<file path="config.mk">
export PLATFORM = sky130hd
export DESIGN_NAME = act_dequant_unpacker
export DESIGN_NICKNAME = d
export VERILOG_FILES = /design/src/rtl/act_pkg.sv /design/src/rtl/act_dequant.sv /design/src/rtl/act_dequant_unpacker.sv
export SDC_FILE = /design/constraint.sdc
export NUM_CORES = 1
export LEC_CHECK = 0
export CAP_MARGIN = 5
export CORE_MARGIN = 5
export CORE_UTILIZATION = 51
export DETAILED_ROUTE_END_ITERATION = 8
export PLACE_DENSITY = 0.85
export SYNTH_ARGS = -nofsm -noshare
export SYNTH_HDL_FRONTEND = slang
export SYNTH_SLANG_ARGS = --single-unit
</file>
<file path="constraint.sdc">
create_clock -name clk -period 5.8 [get_ports clk]
set_input_delay 0.58 -clock clk [delete_from_list [all_inputs] [get_ports clk]]
set_output_delay 0.58 -clock clk [all_outputs]
set_load 0.01 [all_outputs]
</file>
<file path="src/rtl/act_pkg.sv">
// Shared definitions for the activation dequantizing unpacker.
// The file holds the default geometry, the FSM encoding and the lane-index width helper.
package act_pkg;

    localparam int DATA_BITWIDTH = 8;
    localparam int ACC_BITWIDTH  = 32;
    localparam int FRAC_BITS     = 6;
    localparam int LANES         = 4;

    // IDLE: no word held. DRAIN: a word is held and its lanes are being emitted.
    typedef enum logic {
        IDLE  = 1'b0,
        DRAIN = 1'b1
    } state_t;

    // A lane index needs at least one bit, even for a single-lane word.
    function automatic int lane_w(input int lanes);
        return (lanes > 1) ? $clog2(lanes) : 1;
    endfunction

    localparam int LANE_W = lane_w(LANES);

endpackage

</file>
<file path="src/rtl/act_dequant.sv">
// Expands one unsigned activation to accumulator fixed point.
// The value is zero-extended and then shifted left by FRAC_BITS.
// The result is exact: unsigned input means there is no sign, no rounding and no overflow.
module act_dequant
    import act_pkg::*;
#(
    parameter int DATA_BITWIDTH = act_pkg::DATA_BITWIDTH,
    parameter int ACC_BITWIDTH  = act_pkg::ACC_BITWIDTH,
    parameter int FRAC_BITS     = act_pkg::FRAC_BITS
) (
    input  logic [DATA_BITWIDTH-1:0] lane_data,
    output logic [ACC_BITWIDTH-1:0]  acc_data
);

    assign acc_data = ACC_BITWIDTH'(lane_data) << FRAC_BITS;

endmodule

</file>
<file path="src/rtl/act_dequant_unpacker.sv">
// Unpacks words of LANES packed activations, one lane per clock.
// Each lane is expanded to accumulator fixed point.
// When the final lane of a word is handed off, the next word can be taken in the same cycle,
// so a continuous stream runs at one element per clock.
module act_dequant_unpacker
    import act_pkg::*;
#(
    parameter int DATA_BITWIDTH = act_pkg::DATA_BITWIDTH,
    parameter int ACC_BITWIDTH  = act_pkg::ACC_BITWIDTH,
    parameter int FRAC_BITS     = act_pkg::FRAC_BITS,
    parameter int LANES         = act_pkg::LANES,
    parameter int CNT_WIDTH     = 16,
    localparam int LANE_W       = lane_w(LANES)
) (
    input  logic                           clk,
    input  logic                           rst,
    input  logic                           in_valid,
    output logic                           in_ready,
    input  logic [LANES*DATA_BITWIDTH-1:0] in_data,
    input  logic [LANE_W-1:0]              in_count,
    input  logic                           in_last,
    output logic                           out_valid,
    input  logic                           out_ready,
    output logic [ACC_BITWIDTH-1:0]        out_data,
    output logic                           out_last,
    output logic [CNT_WIDTH-1:0]           elem_cnt
);

    state_t                                state_r, state_nxt_s;
    logic [LANES-1:0][DATA_BITWIDTH-1:0]   word_r, word_nxt_s;
    logic [LANE_W-1:0]                     count_r, count_nxt_s;
    logic [LANE_W-1:0]                     lane_r, lane_nxt_s;
    logic                                  last_r, last_nxt_s;

    logic                                  out_valid_r;
    logic [ACC_BITWIDTH-1:0]               out_data_r, out_data_nxt_s;
    logic                                  out_last_r, out_last_nxt_s;
    logic [CNT_WIDTH-1:0]                  elem_cnt_r, elem_cnt_nxt_s;

    logic                                  final_lane_s;
    logic                                  out_hs_s;
    logic                                  in_hs_s;
    logic                                  in_ready_s;
    logic [DATA_BITWIDTH-1:0]              lane_sel_s;
    logic [ACC_BITWIDTH-1:0]               lane_acc_s;

    assign final_lane_s = (lane_r == count_r);
    assign out_hs_s     = out_valid_r & out_ready;
    assign in_hs_s      = in_valid & in_ready_s;

    // A new word is accepted only when nothing is held, or when the final lane leaves in this cycle.
    always_comb begin
        in_ready_s = 1'b0;
        if (rst) begin
            in_ready_s = 1'b0;
        end else begin
            case (state_r)
                IDLE:    in_ready_s = 1'b1;
                DRAIN:   in_ready_s = out_ready & final_lane_s;
                default: in_ready_s = 1'b0;
            endcase
        end
    end

    // Compute the next word, lane and state.
    // When the final lane leaves and a word arrives in the same cycle, the new word is loaded at once.
    always_comb begin
        state_nxt_s = state_r;
        word_nxt_s  = word_r;
        count_nxt_s = count_r;
        lane_nxt_s  = lane_r;
        last_nxt_s  = last_r;
        case (state_r)
            IDLE: begin
                if (in_hs_s) begin
                    word_nxt_s  = in_data;
                    count_nxt_s = in_count;
                    last_nxt_s  = in_last;
                    lane_nxt_s  = {LANE_W{1'b0}};
                    state_nxt_s = DRAIN;
                end else begin
                    state_nxt_s = IDLE;
                end
            end
            DRAIN: begin
                if (out_hs_s) begin
                    if (!final_lane_s) begin
                        lane_nxt_s = lane_r + LANE_W'(1);
                    end else if (in_hs_s) begin
                        word_nxt_s  = in_data;
                        count_nxt_s = in_count;
                        last_nxt_s  = in_last;
                        lane_nxt_s  = {LANE_W{1'b0}};
                        state_nxt_s = DRAIN;
                    end else begin
                        state_nxt_s = IDLE;
                    end
                end else begin
                    state_nxt_s = DRAIN;
                end
            end
            default: begin
                state_nxt_s = IDLE;
            end
        endcase
    end

    // The frame element count advances on every output handshake.
    // It clears after the handshake of the last element of a frame.
    always_comb begin
        elem_cnt_nxt_s = elem_cnt_r;
        if (out_hs_s) begin
            if (out_last_r) begin
                elem_cnt_nxt_s = {CNT_WIDTH{1'b0}};
            end else begin
                elem_cnt_nxt_s = elem_cnt_r + CNT_WIDTH'(1);
            end
        end else begin
            elem_cnt_nxt_s = elem_cnt_r;
        end
    end

    assign lane_sel_s = word_nxt_s[lane_nxt_s];

    act_dequant #(
        .DATA_BITWIDTH (DATA_BITWIDTH),
        .ACC_BITWIDTH  (ACC_BITWIDTH),
        .FRAC_BITS     (FRAC_BITS)
    ) u_dequant (
        .lane_data (lane_sel_s),
        .acc_data  (lane_acc_s)
    );

    // Prepare the element that the output registers present next cycle; it is zero while idle.
    always_comb begin
        out_data_nxt_s = {ACC_BITWIDTH{1'b0}};
        out_last_nxt_s = 1'b0;
        if (state_nxt_s == DRAIN) begin
            out_data_nxt_s = lane_acc_s;
            out_last_nxt_s = last_nxt_s & (lane_nxt_s == count_nxt_s);
        end else begin
            out_data_nxt_s = {ACC_BITWIDTH{1'b0}};
            out_last_nxt_s = 1'b0;
        end
    end

    // Register the state, the held word and the outputs.
    // Everything holds under backpressure because no next value changes without a handshake.
    always_ff @(posedge clk or posedge rst) begin
        if (rst) begin
            state_r     <= IDLE;
            word_r      <= '0;
            count_r     <= {LANE_W{1'b0}};
            lane_r      <= {LANE_W{1'b0}};
            last_r      <= 1'b0;
            out_valid_r <= 1'b0;
            out_data_r  <= {ACC_BITWIDTH{1'b0}};
            out_last_r  <= 1'b0;
            elem_cnt_r  <= {CNT_WIDTH{1'b0}};
        end else begin
            state_r     <= state_nxt_s;
            word_r      <= word_nxt_s;
            count_r     <= count_nxt_s;
            lane_r      <= lane_nxt_s;
            last_r      <= last_nxt_s;
            out_valid_r <= (state_nxt_s == DRAIN);
            out_data_r  <= out_data_nxt_s;
            out_last_r  <= out_last_nxt_s;
            elem_cnt_r  <= elem_cnt_nxt_s;
        end
    end

    assign in_ready  = in_ready_s;
    assign out_valid = out_valid_r;
    assign out_data  = out_data_r;
    assign out_last  = out_last_r;
    assign elem_cnt  = elem_cnt_r;

endmodule
</file>
==> qor.csv, run 1 <==
stage;metric;value;unit
synthesis;Mapped Cells;296;
global_routing;global-route wire length before repair;10700;um
synthesis;Synth top area share;0.499;
critical_path;WP data required;5.22;ns
placed_design;PortBufs;65;
clock_tree;Num Clock Sinks;63;
worst_hold_path;Min-Delay Path Class;reg2reg;
timing;setup ws final;3.02;ns
route;drt wl/cell;15.2;um
global_routing;vias in the first global route;2285;
synthesis;cell area after synthesis;3160;um^2
cells_and_area;Finished Layout Cells;442;
die;# rows;28;
critical_path;r2r setup slk;3.36;ns
timing;setup_tns;0;ns
clock_tree;H-tree levels;3;
timing;Tmin final;2.78;ns
clock_tree;CTS tree;built;
synthesis;sequential share of the synthesized area;0.499;
placed_design;Final Wtd Congestion;0.844;
timing;Final Max Tran Viols;0;
die;Die Y;88.7;um
run_status;outcome;complete, no violations;
critical_path;critical path capture point type;output port;
route;DR DRC count;0;
pwr;Comb pwr share;0.438;
route;Final Routed Wirelength;6710;um
timing;Tcrit/Tclk final;0.479;
critical_path;Crit. Startpoint;out_ready;
route;drt first-iter violations;126;
pwr;Pint;1.27;mW
critical_path;Register-to-Register Path Depth;5;
pwr;Sw Share;0.356;
global_routing;GRT Total Usage;0.178;
flow_run;# Max-Cap Violations;0;
placed_design;HPWL after DPL;4810;um
pwr;Peak VDD IR;0.281;mV
synthesis;YS warnings;0;
timing;Final setup viols;0;
pwr;register share of total power;0.382;
die;die area;7870;um^2
critical_path;CP endpoint;in_ready;
synthesis;EDFF count, synth;0;
timing;Fin. Hold Viols;0;
clock_tree;post-CTS setup buffer count;0;
synthesis;syn avg cell area;10.7;um^2
timing;RSZ-0062 raised after global routing;false;
clock_tree;CTS Hold Buffers Added;0;
cells_and_area;layout cells sized above 1;0.117;
placed_design;Place WS;2.85;ns
clock_tree;clk root buf;clkbuf_8;
synthesis;top_reg_cell synth;dfrtp_1;
clock_tree;Max Root-Sink Buffers;2;
route;post-route ant nets;0;
timing;Fmax;0.360;GHz
global_routing;initial antenna violation count;0;
clock_tree;CTS buffer count;9;
die;core region area;5990;um^2
global_routing;pin count of the biggest net entering global routing;47;
timing;Worst-Margin Slew;1.19;ns
pwr;leakage power;1.87;nW
cells_and_area;n_diodes;0;
synthesis;asr flop ratio synth;1.00;
critical_path;Startpoint Class;input port;
critical_path;Worst R2R End;out_last$_DFF_PP0_;
synthesis;Synth area leaders;dfrtp_1, nand2_1, buf_4, mux2_4, mux2i_1;
timing;worst hold slack;0.479;ns
synthesis;area leader, netlist;dfrtp_1;
critical_path;Reg-to-Reg Start;count_r[1]$_DFF_PP0_;
die;Starting Density;0.528;
route;Via-to-Cell Ratio;5.22;
placed_design;placed cell count;427;
route;Pre-antenna DRT Iters;4;
synthesis;Seq cells post-synth;63;
route;via count;2308;
clock_tree;post-cts sizing count;0;
cells_and_area;Area Growth Syn to Fin;24.2;%
cells_and_area;nets@finish;403;
pwr;clock share of power;0.180;
pwr;PD cells;502;nW/um^2
timing;slew margin rel.;0.202;
critical_path;CP arrival;2.20;ns
clock_tree;clock slew at reported path FFs;0.06;ns
critical_path;CP Max Fanout;9;
critical_path;crit path kind;in2out;
global_routing;total gr overflow;0;
timing;Worst Skew;0.00687;ns
pwr;Psw;0.701;mW
die;Ports;90;
die;die span in x;88.7;um
clock_tree;Clock Latency Late Sink;0.33;ns
synthesis;Unique masters post-synth;46;
power by group through the flow:
stage / Clock [mW] / Sequential [mW] / Combinational (mW)
after floorplan: 0 / 0.742 / 0.636
after global placement: 0 / 0.745 / 0.838
after detailed placement: 0 / 0.756 / 0.866
after CTS: 0.362 / 0.750 / 0.872
after global routing: 0.383 / 0.770 / 0.953
final: 0.355 / 0.752 / 0.864
stage by stage:
| stage | utilization | total power [mW] | area [um^2] |
|---|---|---|---|
| floorplan | - | 1.38 | 3250 |
| global placement | 0.626 | 1.58 | 3750 |
| detailed placement | 0.626 | 1.62 | 3750 |
| CTS | 0.655 | 1.98 | 3930 |
| global route | 0.655 | 2.11 | 3930 |
| finish | 0.655 | 1.97 | 3930 |
worst max-delay path, stage by stage:
cell	delay, ns
clkdlybuf4s50_1	0.66
a31oi_1	0.24
nor2_1	0.17
clkdlybuf4s50_1	0.56
registers in the layout, indices dropped and copies added (netlist names):
register and flops:
last_r 1, out_last 1, lane_r 2, word_r 32, out_data 8, out_valid 1
count_r 2, elem_cnt 16
cell families (layout without fill, tap and decap cells):
family,Yosys count,after routing,synth area share
adder cells (fa/ha/maj),1,1,0.00396
buffers and inverters,42,90,0.0926
other,1,24,0.00119
AO/OA/AOI/OAI,29,29,0.0713
XOR/XNOR,12,12,0.0380
multiplexers,36,36,0.136
flip-flops,63,63,0.499
AND/OR/NAND/NOR,112,112,0.158
worst min-delay path by stage:
stage / slack, ns / end / cells after the start / start
detailed placement: 0.46 / word_r[6]$_DFF_PP0_ / 2 / word_r[6]$_DFF_PP0_
floorplan: 0.44 / word_r[10]$_DFF_PP0_ / 2 / word_r[10]$_DFF_PP0_
CTS: 0.48 / word_r[6]$_DFF_PP0_ / 2 / word_r[6]$_DFF_PP0_
global placement: 0.46 / word_r[28]$_DFF_PP0_ / 2 / word_r[28]$_DFF_PP0_
global route: 0.50 / word_r[10]$_DFF_PP0_ / 2 / word_r[10]$_DFF_PP0_
finish: 0.48 / word_r[16]$_DFF_PP0_ / 2 / word_r[16]$_DFF_PP0_
cell usage after synthesis (3+ instances only):
cell and count:
a21o_1 3, a21oi_1 5, buf_2 5, buf_4 25
dfrtp_1 63, inv_1 7, mux2_2 7, mux2_4 12
mux2i_1 17, nand2_1 66, nand2b_1 3, nand4_1 3
nor2_1 14, nor3_1 6, o21ai_0 6, o221ai_1 4
o22ai_1 4, xnor2_1 9
layout by cell type (no fill, tap or decap), drive strengths merged, types with 4 or more instances in the layout:
| master | count |
|---|---|
| nor3 | 6 |
| o21ai | 6 |
| mux2i | 17 |
| inv | 7 |
| clkbuf | 11 |
| clkdlybuf4s50 | 65 |
| a21oi | 5 |
| mux2 | 19 |
| xnor2 | 11 |
| o221ai | 4 |
| nor2 | 14 |
| conb | 24 |
| o22ai | 4 |
| nand2 | 66 |
| dfrtp | 63 |
area by class of cell:
cell class	count	area, um^2
fill	462	2060
inverter	7	26.3
clock buffer	11	131
multi-input combinational	214	1380
clock inverter	4	47.5
sequential	63	1580
timing repair buffer	68	673
tap	75	93.8
per-layer routing:
| metal | GRT usage | vias up | wire length, um | part of all wire |
|---|---|---|---|---|
| met5 | 0 | - | 0 | 0 |
| met1 | 0.241 | 1128 | 2940 | 0.44 |
| met2 | 0.275 | 88 | 3190 | 0.47 |
| li1 | - | 1082 | - | - |
| met3 | 0.0475 | 10 | 476 | 0.071 |
| met4 | 0.0659 | 0 | 106 | 0.016 |
(Power assumes the default switching activity.)
==> inputs of run 2 (changes only) <==
- CORE_UTILIZATION: 51 -> 43
- PLACE_DENSITY: 0.85 -> 0.76
- clock period: 5.8 -> 2.3 ns (I/O delays scaled with it)
==> qor.csv, run 2 (synthesis results as in run 1) <==
stage;metric;value;unit;change
flow_run;# Max-Cap Violations;0;;unchanged
die;die span in x;95.7;um;+7.9%
global_routing;GR Util met1;0.198;;-0.0429
cells_and_area;layout cells sized above 1;0.146;;+0.0291
cells_and_area;most frequent cells in the layout;nand2_1, clkdlybuf4s50_1, dfrtp_1;;
cells_and_area;nets@finish;411;;+2.0%
timing;Final Max Tran Viols;0;;unchanged
route;Via-to-Cell Ratio;4.73;;-9.3%
timing;Tmin final;2.17;ns;
die;Die Y;95.7;um;+7.9%
route;Pre-antenna DRT Iters;4;;unchanged
cells_and_area;Finished Layout Cells;475;;+7.5%
timing;Worst-Margin Slew;0.535;ns;-0.658 ns
timing;Worst Skew;0.00823;ns;+0.00137 ns
global_routing;vias in the first global route;2243;;-1.8%
critical_path;Worst R2R End;out_data[7]$_DFF_PP0_;;
placed_design;Final Wtd Congestion;0.780;;-7.6%
clock_tree;Num Clock Sinks;63;;unchanged
cells_and_area;n_diodes;0;;unchanged
critical_path;WP data required;2.07;ns;-3.15 ns
clock_tree;Clock Latency Late Sink;0.33;ns;about the same
critical_path;critical path capture point type;output port;;
cells_and_area;Finished Cell Area;4090;um^2;+4.1%
global_routing;pin count of the biggest net entering global routing;41;;-13%
timing;Fin. Hold Viols;0;;unchanged
critical_path;r2r setup slk;0.17;ns;-3.19 ns
cells_and_area;Area Growth Syn to Fin;29.3;%;
critical_path;CP arrival;1.94;ns;-0.26 ns
timing;slew margin rel.;0.643;;+0.441
pwr;Peak VDD IR;0.525;mV;+87%
global_routing;met2 Usage GRT;0.259;;-0.0158
die;Ports;90;;unchanged
route;drt first-iter violations;58;;-54%
pwr;PD cells;1240;nW/um^2;+150%
critical_path;crit path kind;reg2out;;
critical_path;Startpoint Class;register;;
timing;RSZ-0062 raised after global routing;false;;
clock_tree;CTS Hold Buffers Added;0;;unchanged
pwr;Final Total Pwr;5.09;mW;+160%
placed_design;placed cell areas;3880;um^2;+3.5%
clock_tree;CTS buffer count;9;;unchanged
global_routing;total gr overflow;0;;unchanged
clock_tree;clock slew at reported path FFs;0.08;ns;+0.02 ns
clock_tree;CTS tree;built;;
timing;Tcrit/Tclk final;0.945;;
clock_tree;H-tree levels;3;;unchanged
die;Starting Density;0.438;;-0.0895
pwr;leakage power;1.93;nW;+3.1%
placed_design;HPWL after DPL;4900;um;+1.8%
die;core region area;7210;um^2;+20%
route;via count;2249;;-2.6%
route;drt wl/cell;13.8;um;-9.1%
die;die area;9160;um^2;+16%
critical_path;Register-to-Register Path Depth;7;;+2
cells_and_area;max reg flops;32;;unchanged
die;# rows;31;;+11%
critical_path;CP Max Fanout;5;;-4
global_routing;M3 GR Usage;0.0508;;+0.00333
route;post-route ant nets;0;;unchanged
global_routing;initial antenna violation count;0;;unchanged
timing;Fmax;0.460;GHz;
timing;Final setup viols;0;;unchanged
global_routing;most crowded layer after global routing;met2;;
run_status;outcome;complete, no violations;;
cells_and_area;commonest non-fill, non-tap cell in the layout;nand2_1;;
global_routing;GRT Total Usage;0.158;;-0.0201
clock_tree;Max Root-Sink Buffers;2;;unchanged
critical_path;Reg-to-Reg Start;lane_r[0]$_DFF_PP0_;;
cells_and_area;Largest Register;word_r;;
placed_design;PortBufs;65;;unchanged
route;Final Routed Wirelength;6560;um;-2.3%
worst_hold_path;Min-Delay Path Class;in2async;;
route;DR DRC count;0;;unchanged
global_routing;global-route wire length before repair;11000;um;+2.9%
placed_design;placed cell count;458;;+7.3%
clock_tree;clk root buf;clkbuf_8;;
[run 2: how the worst max path moves through the flow]
stage	from	to	slack (ns)	cells after the start
after detailed placement	out_ready	elem_cnt[13]$_DFFE_PP0P_	-0.07	6
after global placement	out_ready	elem_cnt[15]$_DFFE_PP0P_	-0.05	6
after CTS	count_r[1]$_DFF_PP0_	in_ready	0.07	4
after floorplan	lane_r[0]$_DFF_PP0_	out_data[11]$_DFF_PP0_	0.41	7
final	count_r[1]$_DFF_PP0_	in_ready	0.13	4
after global routing	count_r[1]$_DFF_PP0_	in_ready	0.01	4
[run 2: power by group]
group	internal [mW]	switching, mW
clock	0.423	0.431
combinational	1.29	1.06
sequential	1.57	0.320
total	3.28	1.81
[run 2: repair_timing]
action                     in CTS  in global routing
setup buffers                   0                  1
gates resized for setup         1                  1
setup endpoints to repair       1                  1
pin swaps                       0                  1
[run 2: worst max-delay path: stages, from the launching register on]
cell             delay (ns)
dfrtp_1                0.47
xnor2_4                0.27
a31oi_2                0.20
nor2_1                 0.13
clkdlybuf4s50_1        0.54
[run 2: area by class of cell]
| type | count | area (um^2) |
|---|---|---|
| Clock buffer | 10 | 138 |
| Clock inverter | 6 | 45.0 |
| Fill cell | 649 | 3130 |
| Inverter | 7 | 26.3 |
| Multi-Input combinational cell | 214 | 1400 |
| Sequential cell | 63 | 1580 |
| Tap cell | 99 | 124 |
| Timing Repair Buffer | 76 | 783 |
[run 2: per-stage QoR]
stage	setup WS (ns)	setup TNS (ns)	utilization	hold WS [ns]
2_1_floorplan	0.411	0	-	0.335
3_5_place_dp	-0.0741	-0.171	0.538	0.462
4_1_cts	0.0667	0	0.564	0.385
3_3_place_gp	-0.0493	-0.0839	0.538	0.458
5_1_grt	0.0142	0	0.567	0.403
6_report	0.125	0	0.567	0.397
[run 2: layer usage]
layer	routed length (um)	share of wire
met1	2850	0.43
met5	0	0
met3	417	0.064
met4	46	0.0070
met2	3250	0.49
